### src/rtl/redmule_castin_stream.sv
// Load-path cast stage: widens packed FP8 (E5M2/E4M3) beats into two FP16 beats, or passes beats through.
// Latency 1 cycle from accept to dst_valid_o; a cast beat occupies the stage for two output beats.
// Output is held until dst_ready_i; src_ready_o is combinational on dst_ready_i only. Option: REDMULE_CASTIN_STATUS_EN.
module redmule_castin_stream #(
  parameter int unsigned DATA_W = 256
) (
  input  logic              clk_i,
  input  logic              rst_i,
  input  logic              clear_i,
  input  logic              cast_i,
  input  logic              src_fmt_i,
  input  logic              src_valid_i,
  output logic              src_ready_o,
  input  logic [DATA_W-1:0] src_data_i,
  output logic              dst_valid_o,
  input  logic              dst_ready_i,
  output logic [DATA_W-1:0] dst_data_o
`ifdef REDMULE_CASTIN_STATUS_EN
  ,
  output logic              nan_seen_o
`endif
);

  localparam int unsigned NE     = DATA_W / 16;
  localparam int unsigned HALF_W = DATA_W / 2;

  typedef enum logic [1:0] {
    EMPTY = 2'd0,
    LO    = 2'd1,
    HI    = 2'd2
  } state_t;

  state_t              state_q;
  logic [HALF_W-1:0]   hold_q;
  logic                cast_q;
  logic                fmt_q;
  logic                accept;
  logic                dst_hs;
  logic                beat_done;

  // One FP8 element to FP16; fmt=0 is E5M2 (exact shift), fmt=1 is E4M3 with bias 7.
  function automatic logic [15:0] widen(input logic [7:0] b, input logic fmt);
    logic [15:0] r;
    r = {b, 8'h00};
    if (fmt) begin
      if (b[6:3] == 4'h0) begin
        if (b[2])      r = {b[7], 5'd8, b[1:0], 8'h00};
        else if (b[1]) r = {b[7], 5'd7, b[0], 9'h000};
        else if (b[0]) r = {b[7], 5'd6, 10'h000};
        else           r = {b[7], 15'h0000};
      end else if (b[6:3] == 4'hF) begin
        if (b[2:0] == 3'b000) r = {b[7], 15'h7C00};
        else                  r = 16'h7E00;
      end else begin
        r = {b[7], {1'b0, b[6:3]} + 5'd8, b[2:0], 7'h00};
      end
    end
    return r;
  endfunction

  function automatic logic [DATA_W-1:0] widen_half(input logic [HALF_W-1:0] h, input logic fmt);
    logic [DATA_W-1:0] r;
    r = '0;
    for (int j = 0; j < int'(NE); j++) begin
      r[16*j +: 16] = widen(h[8*j +: 8], fmt);
    end
    return r;
  endfunction

  assign src_ready_o = !rst_i && !clear_i &&
                       ((state_q == EMPTY) ||
                        (dst_ready_i && ((state_q == HI) || ((state_q == LO) && !cast_q))));

  assign accept    = src_valid_i && src_ready_o;
  assign dst_hs    = dst_valid_o && dst_ready_i;
  assign beat_done = dst_hs && ((state_q == HI) || ((state_q == LO) && !cast_q));

  // A new beat can only be accepted in EMPTY or on the same edge the held beat finishes,
  // so reload takes priority over the plain beat_done drain.
  always_ff @(posedge clk_i) begin
    if (rst_i || clear_i) begin
      state_q     <= EMPTY;
      hold_q      <= '0;
      cast_q      <= 1'b0;
      fmt_q       <= 1'b0;
      dst_valid_o <= 1'b0;
      dst_data_o  <= '0;
    end else if (accept) begin
      state_q     <= LO;
      hold_q      <= src_data_i[DATA_W-1:HALF_W];
      cast_q      <= cast_i;
      fmt_q       <= src_fmt_i;
      dst_valid_o <= 1'b1;
      dst_data_o  <= cast_i ? widen_half(src_data_i[HALF_W-1:0], src_fmt_i) : src_data_i;
    end else if (beat_done) begin
      state_q     <= EMPTY;
      dst_valid_o <= 1'b0;
    end else if (dst_hs && (state_q == LO)) begin
      state_q    <= HI;
      dst_data_o <= widen_half(hold_q, fmt_q);
    end
  end

`ifdef REDMULE_CASTIN_STATUS_EN
  logic nan_lo_q;
  logic nan_hi_q;

  function automatic logic is_nan(input logic [7:0] b, input logic fmt);
    if (fmt) return (b[6:3] == 4'hF) && (b[2:0] != 3'b000);
    else     return (b[6:2] == 5'h1F) && (b[1:0] != 2'b00);
  endfunction

  function automatic logic half_has_nan(input logic [HALF_W-1:0] h, input logic fmt);
    logic r;
    r = 1'b0;
    for (int j = 0; j < int'(NE); j++) begin
      r = r | is_nan(h[8*j +: 8], fmt);
    end
    return r;
  endfunction

  // NaN flags are captured per half at load so the flag tracks the beat actually handed off.
  always_ff @(posedge clk_i) begin
    if (rst_i || clear_i) begin
      nan_lo_q   <= 1'b0;
      nan_hi_q   <= 1'b0;
      nan_seen_o <= 1'b0;
    end else begin
      if (dst_hs && cast_q && ((state_q == LO) ? nan_lo_q : nan_hi_q)) begin
        nan_seen_o <= 1'b1;
      end
      if (accept) begin
        nan_lo_q <= half_has_nan(src_data_i[HALF_W-1:0], src_fmt_i);
        nan_hi_q <= half_has_nan(src_data_i[DATA_W-1:HALF_W], src_fmt_i);
      end
    end
  end
`endif

endmodule

### config.mk
export PLATFORM = sky130hd
export DESIGN_NAME = redmule_castin_stream
export DESIGN_NICKNAME = d
export VERILOG_FILES = /design/src/rtl/redmule_castin_stream.sv
export SDC_FILE = /design/constraint.sdc
export NUM_CORES = 1
export LEC_CHECK = 0
export ABC_CLOCK_PERIOD_IN_PS = 2850
export CAP_MARGIN = 10
export CORE_ASPECT_RATIO = 0.75
export CORE_MARGIN = 4
export CORE_UTILIZATION = 50
export DETAILED_ROUTE_END_ITERATION = 16
export PLACE_DENSITY = 0.81
export SETUP_SLACK_MARGIN = 0.1
export SYNTH_ARGS = -nofsm -noshare
export SYNTH_HDL_FRONTEND = slang
export SYNTH_SLANG_ARGS = --single-unit
export TNS_END_PERCENT = 50
### constraint.sdc
create_clock -name clk_i -period 2.85 [get_ports clk_i]
set_clock_uncertainty 0.15 [all_clocks]
set_input_delay 0.57 -clock clk_i [delete_from_list [all_inputs] [get_ports clk_i]]
set_output_delay 0.57 -clock clk_i [all_outputs]
set_load 0.1 [all_outputs]
-- Word-level counts from Yosys, hierarchy flattened
Cells that the tools add are included.
- reduce and logical (&&, ||, !) cells: 84
- add/subtract/negate cells: 32
- eq/ne operators: 35
- multiplexer cells: 233
- operators by type and width (kind ; count):
    16-bit 2-to-1 mux ; 128
    256-bit 2-to-1 mux ; 4
    13-bit 2-to-1 mux ; 64
    14-bit 2-to-1 mux ; 32
    4-bit by 4-bit adder with 5-bit output, second input constant ; 32
    4-bit equality test, second input constant ; 32
    4-bit logical NOT ; 32
    3-bit logical NOT ; 32
    1-bit logical AND ; 8
    1-bit 2-to-1 mux ; 5
    2-bit nonzero test ; 2
    1-bit logical NOT ; 3
    1-bit logical OR ; 3
    3-bit nonzero test ; 1
    3-bit OR reduction ; 1
    2-bit by 1-bit equality test with 1-bit output, second input constant ; 1
    2-bit equality test, second input constant ; 1
    2-bit logical NOT ; 1
    2-bit inequality test, second input constant ; 1
    2-bit AND reduction ; 1
- logic and storage cells: 391
- input port bits: 263
- bits in registers: 389

-- Logic depth before layout (Yosys ltp)
- depth after elaboration: 9
- gate-level depth with buffers: 8
- mapped depth without buffers: 5

-- Least setup slack after synthesis
OpenSTA, ideal clock, no wires.
- path kind: in2out
- from: input clear_i
- to: output src_ready_o
- stages: 5
- arrival: 2761 ps
- path buffers: 3
- setup slack: -631 ps
- cell sequence: or2_2 > clkbuf_1 > clkbuf_1 > buf_1 > nor2_1
- longest elaborated chain between the ends: 3
- ends and longest elaborated chain (item ; line ; source):
    start, declared ; 9 ; input logic clear_i,
    1-bit logical NOT ; 70 ; assign src_ready_o = !rst_i && !clear_i &&
    1-bit logical AND (2 in series) ; 70 ;
    end, declared ; 13 ; output logic src_ready_o,
No other way between the ends.

-- Worst setup path after layout
- from: input dst_ready_i
- to: output src_ready_o
- longest elaborated chain between the ends: 3
- ends and longest elaborated chain (item ; line ; source):
    start, declared ; 16 ; input logic dst_ready_i,
    1-bit logical AND ; 72 ; (dst_ready_i && ((state_q == HI) || ((state_q == LO) && !cast_q))));
    1-bit logical OR ; 71 ; ((state_q == EMPTY) ||
    1-bit logical AND ; 70 ;
No other way between the ends.

==> qor.yml <==
run_status:
  status: "complete, no violations"
sta:
  rsz_0062_raised_after_global_routing: "no"
  finalSetupViolCount: 0
  period_share_pct: 92.92
  timing.max_slew.rel_slack_pct: 24.34
  setup_tns_ns: 0
  tightestPinTransition_ns: 1.121
  timing.final.max_slew_violations: 0
  max_freq_ghz: 0.3776
  post-route-worst-setup-slack_ns: 0.2018
  finalWorstPathRequiredPeriod_ns: 2.648
  finalHoldViolCount: 0
route:
  dr_total_vias: 26110
  remaining_drc_errors: 0
  drt_wl_total_mm: 103.8
  wire_per_inst_um: 27.08
  detailedRoute.firstPassIterationCount: 8
  postRouteAntennaNets: 0
  via_density: 6.812
  first_iter_violations: 3764
finish:
  area_growth_from_synthesis_to_layout_pct: 37.84
  fraction_of_final_layout_cells_with_drive_strength_greater_than_1_pct: 17.93
  nFillCells: 3226
  layout_commonest_cell: "sky130_fd_sc_hd__buf_4"
  nets: 3545
  utilization_pct: 70.66
  finish.instance_area_mm2: 0.02829
  mostFrequentLayoutCells: "sky130_fd_sc_hd__buf_4 (470), sky130_fd_sc_hd__dfxtp_1 (388), sky130_fd_sc_hd__nand2_1 (385), sky130_fd_sc_hd__a21oi_1 (268), sky130_fd_sc_hd__clkdlybuf4s50_1 (260)"
clock_tree:
  clock_tree_from_tritoncts: "yes"
  cts_buffers: 41
  cts.clk_slew.worst_paths_ns: 0.06
  cts.htree.levels: 2
  clock_sink_count: 389
  cts.path.max_buffers: 3
  clockRootBuffer: "sky130_fd_sc_hd__clkbuf_16"
  clk-insertion-delay-late_ns: 0.57
  post-cts-setup-buffers: 0
floorplan:
  die_height_um: 183.5
  start_util_pct: 51.26
  chip_width_um: 242.0
  num_io_pins: 521
  core_region_area_mm2: 0.04004
  std_cell_rows: 63
  die_area_mm2: 0.04439
logic_synthesis:
  synthesized_netlist_net_count: 2993
  dominant_combinational_cell_family_by_area_after_synthesis: "compound AO/OA/AOI/OAI gates"
  ys_warn_count: 0
  postSynth.topFlopCell: "sky130_fd_sc_hd__dfxtp_1"
  post_synthesis_instance_total: 2730
  yosys-mux-area-fraction_pct: 0.5973
  syn_area_mm2: 0.02053
  synth_compound_area_share_pct: 32.91
  post_synth_and_or_nand_nor_area_fraction_pct: 22.35
  synthAdderAreaFrac_pct: 0
  yosys.area_share.xor_xnor_pct: 0
  ys_seq_area_share_pct: 37.94
  post_synth.cell_area_avg_um2: 7.519
  ys_types: 70
  ys_ff_latch: 389
  ys_async_sr_fraction_pct: 0
  synth_enable_flop_cells: 0
critical_path:
  worstPathMaxFanout: 3
  ff2ff_setup_slack_ns: 0.33
  crit_type: "in2out"
  r2r-end: "dst_data_o[27]$_SDFFE_PP0P_"
  cp_data_arrival_time_ns: 1.93
  r2r_start: "state_q[1]$_SDFFE_PP0P_"
  critical_path.slowest_cell: "sky130_fd_sc_hd__clkdlybuf4s50_1"
  crit_path_start_kind: "input port"
  ff2ff_path_depth: 6
  end_kind: "output pin"
  critical-path-top-delay-family: "buffers and inverters"
  slowest_delay_ns: 0.49
  timing.critical_path.cells: "clkdlybuf4s50_1, nor3b_4, nor3_1, buf_4, nor2_4, buf_12"
  worst_ep_required_time_ns: 2.13
  path_buf_inv: 3
placement:
  placed_area_mm2: 0.02690
  gp_routability_congestion: 1.036
  placement_setup_slack_ns: -0.1779
  buffer_ports.inserted: 520
  place_hpwl_mm: 79.13
min_path:
  min_delay_worst_endpoint: "dst_data_o[119]$_SDFFE_PP0P_"
  min-delay-path-class: "reg2reg"
  hold-path-cell-count: 2
  worst_min_delay_path_startpoint: "dst_data_o[119]$_SDFFE_PP0P_"
grt:
  largest_net_degree_at_the_start_of_global_routing: 92
  grt_pass1_wl_mm: 151.6
  total_global_routing_overflow: 0
  initial_antenna_violation_count: 7
  globalRouteTotalUtil_pct: 43.71
  first_global_vias: 24142
power:
  worst_ir_drop_vdd_mv: 0.6533
  power.sequential.fraction_pct: 40.7
  net-switching-power_mw: 4.192
  internal_power_mw: 9.760
  portion_of_total_power_attributed_to_combinational_logic_pct: 18.7
  power.density_mw_per_mm2: 493.1
  power.share.clock_pct: 40.6
  power.share.switching_pct: 30.05
  p_leak_nw: 10.63
run:
  timing.max_cap.violations: 0
-- how the worst max path moves through the flow --
stage                      startpoint                      endpoint  cells past startpoint
after floorplan               clear_i                   src_ready_o                      5
after global placement    dst_ready_i  dst_data_o[120]$_SDFFE_PP0P_                      9
after detailed placement  dst_ready_i  dst_data_o[120]$_SDFFE_PP0P_                      9
after CTS                 dst_ready_i                   src_ready_o                      6
after global routing      dst_ready_i                   src_ready_o                      6
final                     dst_ready_i                   src_ready_o                      6
-- tightest hold or removal path, cell delays in order, from the launching register on --
cell,delay [ns]
sky130_fd_sc_hd__dfxtp_1,0.31
sky130_fd_sc_hd__nand2_1,0.05
sky130_fd_sc_hd__a21oi_1,0.05
-- routing by layer --
metal / up-vias / track usage (%) / wire length (um)
li1: 11312 / - / -
met1: 12202 / 54.30 / 37610
met2: 2119 / 69.09 / 44960
met3: 473 / 10.37 / 12680
met4: 4 / 27.52 / 8502
met5: - / 0 / 26
-- sequential cells by signal, indices dropped and copies added (netlist names) --
signal       cells
cast_q           1
hold_q         128
dst_data_o     256
fmt_q            1
state_q          2
dst_valid_o      1
-- metrics by stage --
stage / std cells / power [mW] / hold slack, ns
2_1_floorplan: 2730 / 7.048 / 0.2809
5_1_grt: 3831 / 14.26 / 0.3271
3_5_place_dp: 3759 / 8.304 / 0.2978
3_3_place_gp: 3759 / 8.283 / 0.2908
6_report: 3833 / 13.95 / 0.3111
4_1_cts: 3827 / 13.83 / 0.3115
-- power by group through the flow --
stage	clock network [mW]	logic (mW)	registers [mW]
finish	5.67	2.61	5.68
global route	5.88	2.70	5.68
CTS	5.64	2.53	5.67
detailed placement	0	2.52	5.79
global placement	0	2.50	5.79
floorplan	0	0.836	6.21
-- what timing repair did --
item / 4_1_cts / 5_1_grt
endpoints found under the setup margin: 0 / 1
gates resized for setup: 0 / 2
hold endpoints to repair: 0 / 0
hold buffers: 0 / 0
-- kinds of logic after synthesis --
family / Yosys count
compound gates: 1016
buf+inv: 317
flops: 389
mux: 12
simple gates: 996
-- synth_stat cells, types with 10 or more instances --
master / number / area, um2
sky130_fd_sc_hd__nand2b_1: 11 / 68.82
sky130_fd_sc_hd__nand4_1: 36 / 225.2
sky130_fd_sc_hd__or3_1: 29 / 181.4
sky130_fd_sc_hd__o22ai_1: 31 / 193.9
sky130_fd_sc_hd__buf_2: 66 / 330.3
sky130_fd_sc_hd__nand3_1: 72 / 360.4
sky130_fd_sc_hd__o211ai_1: 30 / 225.2
sky130_fd_sc_hd__inv_1: 68 / 255.2
sky130_fd_sc_hd__nand2_1: 386 / 1449
sky130_fd_sc_hd__dfxtp_1: 389 / 7787
sky130_fd_sc_hd__a21boi_0: 14 / 105.1
sky130_fd_sc_hd__and4_1: 12 / 105.1
sky130_fd_sc_hd__o221ai_1: 26 / 227.7
sky130_fd_sc_hd__clkbuf_1: 164 / 615.6
sky130_fd_sc_hd__nor2b_1: 27 / 168.9
sky130_fd_sc_hd__nor2_1: 235 / 882.1
sky130_fd_sc_hd__mux2i_1: 10 / 100.1
sky130_fd_sc_hd__o31ai_1: 22 / 165.2
sky130_fd_sc_hd__a221oi_1: 29 / 254.0
sky130_fd_sc_hd__a211oi_1: 69 / 518.0
sky130_fd_sc_hd__or2_2: 11 / 68.82
sky130_fd_sc_hd__nor4_1: 30 / 187.7
sky130_fd_sc_hd__nand3b_1: 11 / 82.58
sky130_fd_sc_hd__o311ai_0: 24 / 210.2
sky130_fd_sc_hd__a311o_1: 10 / 100.1
sky130_fd_sc_hd__or4_1: 25 / 187.7
sky130_fd_sc_hd__nor3_1: 74 / 370.4
sky130_fd_sc_hd__o21ai_0: 168 / 840.8
sky130_fd_sc_hd__a31oi_1: 64 / 400.4
sky130_fd_sc_hd__a311oi_1: 34 / 297.8
sky130_fd_sc_hd__and3_1: 25 / 156.4
sky130_fd_sc_hd__a21oi_1: 268 / 1341
sky130_fd_sc_hd__a22oi_1: 122 / 915.9
sky130_fd_sc_hd__buf_1: 17 / 63.81
-- layout make-up --
cell class	count	area [um2]	area share [%]
clock buffers	57	1209	4.272
flip-flops and latches	389	7791	27.54
diodes	6	15.01	0.05306
multi-input cells	2024	11530	40.76
inverters	69	259.0	0.9154
clock inverters	11	165.2	0.5837
repair buffers	757	6671	23.58
well taps	520	650.6	2.299
(Power assumes the default switching activity.)
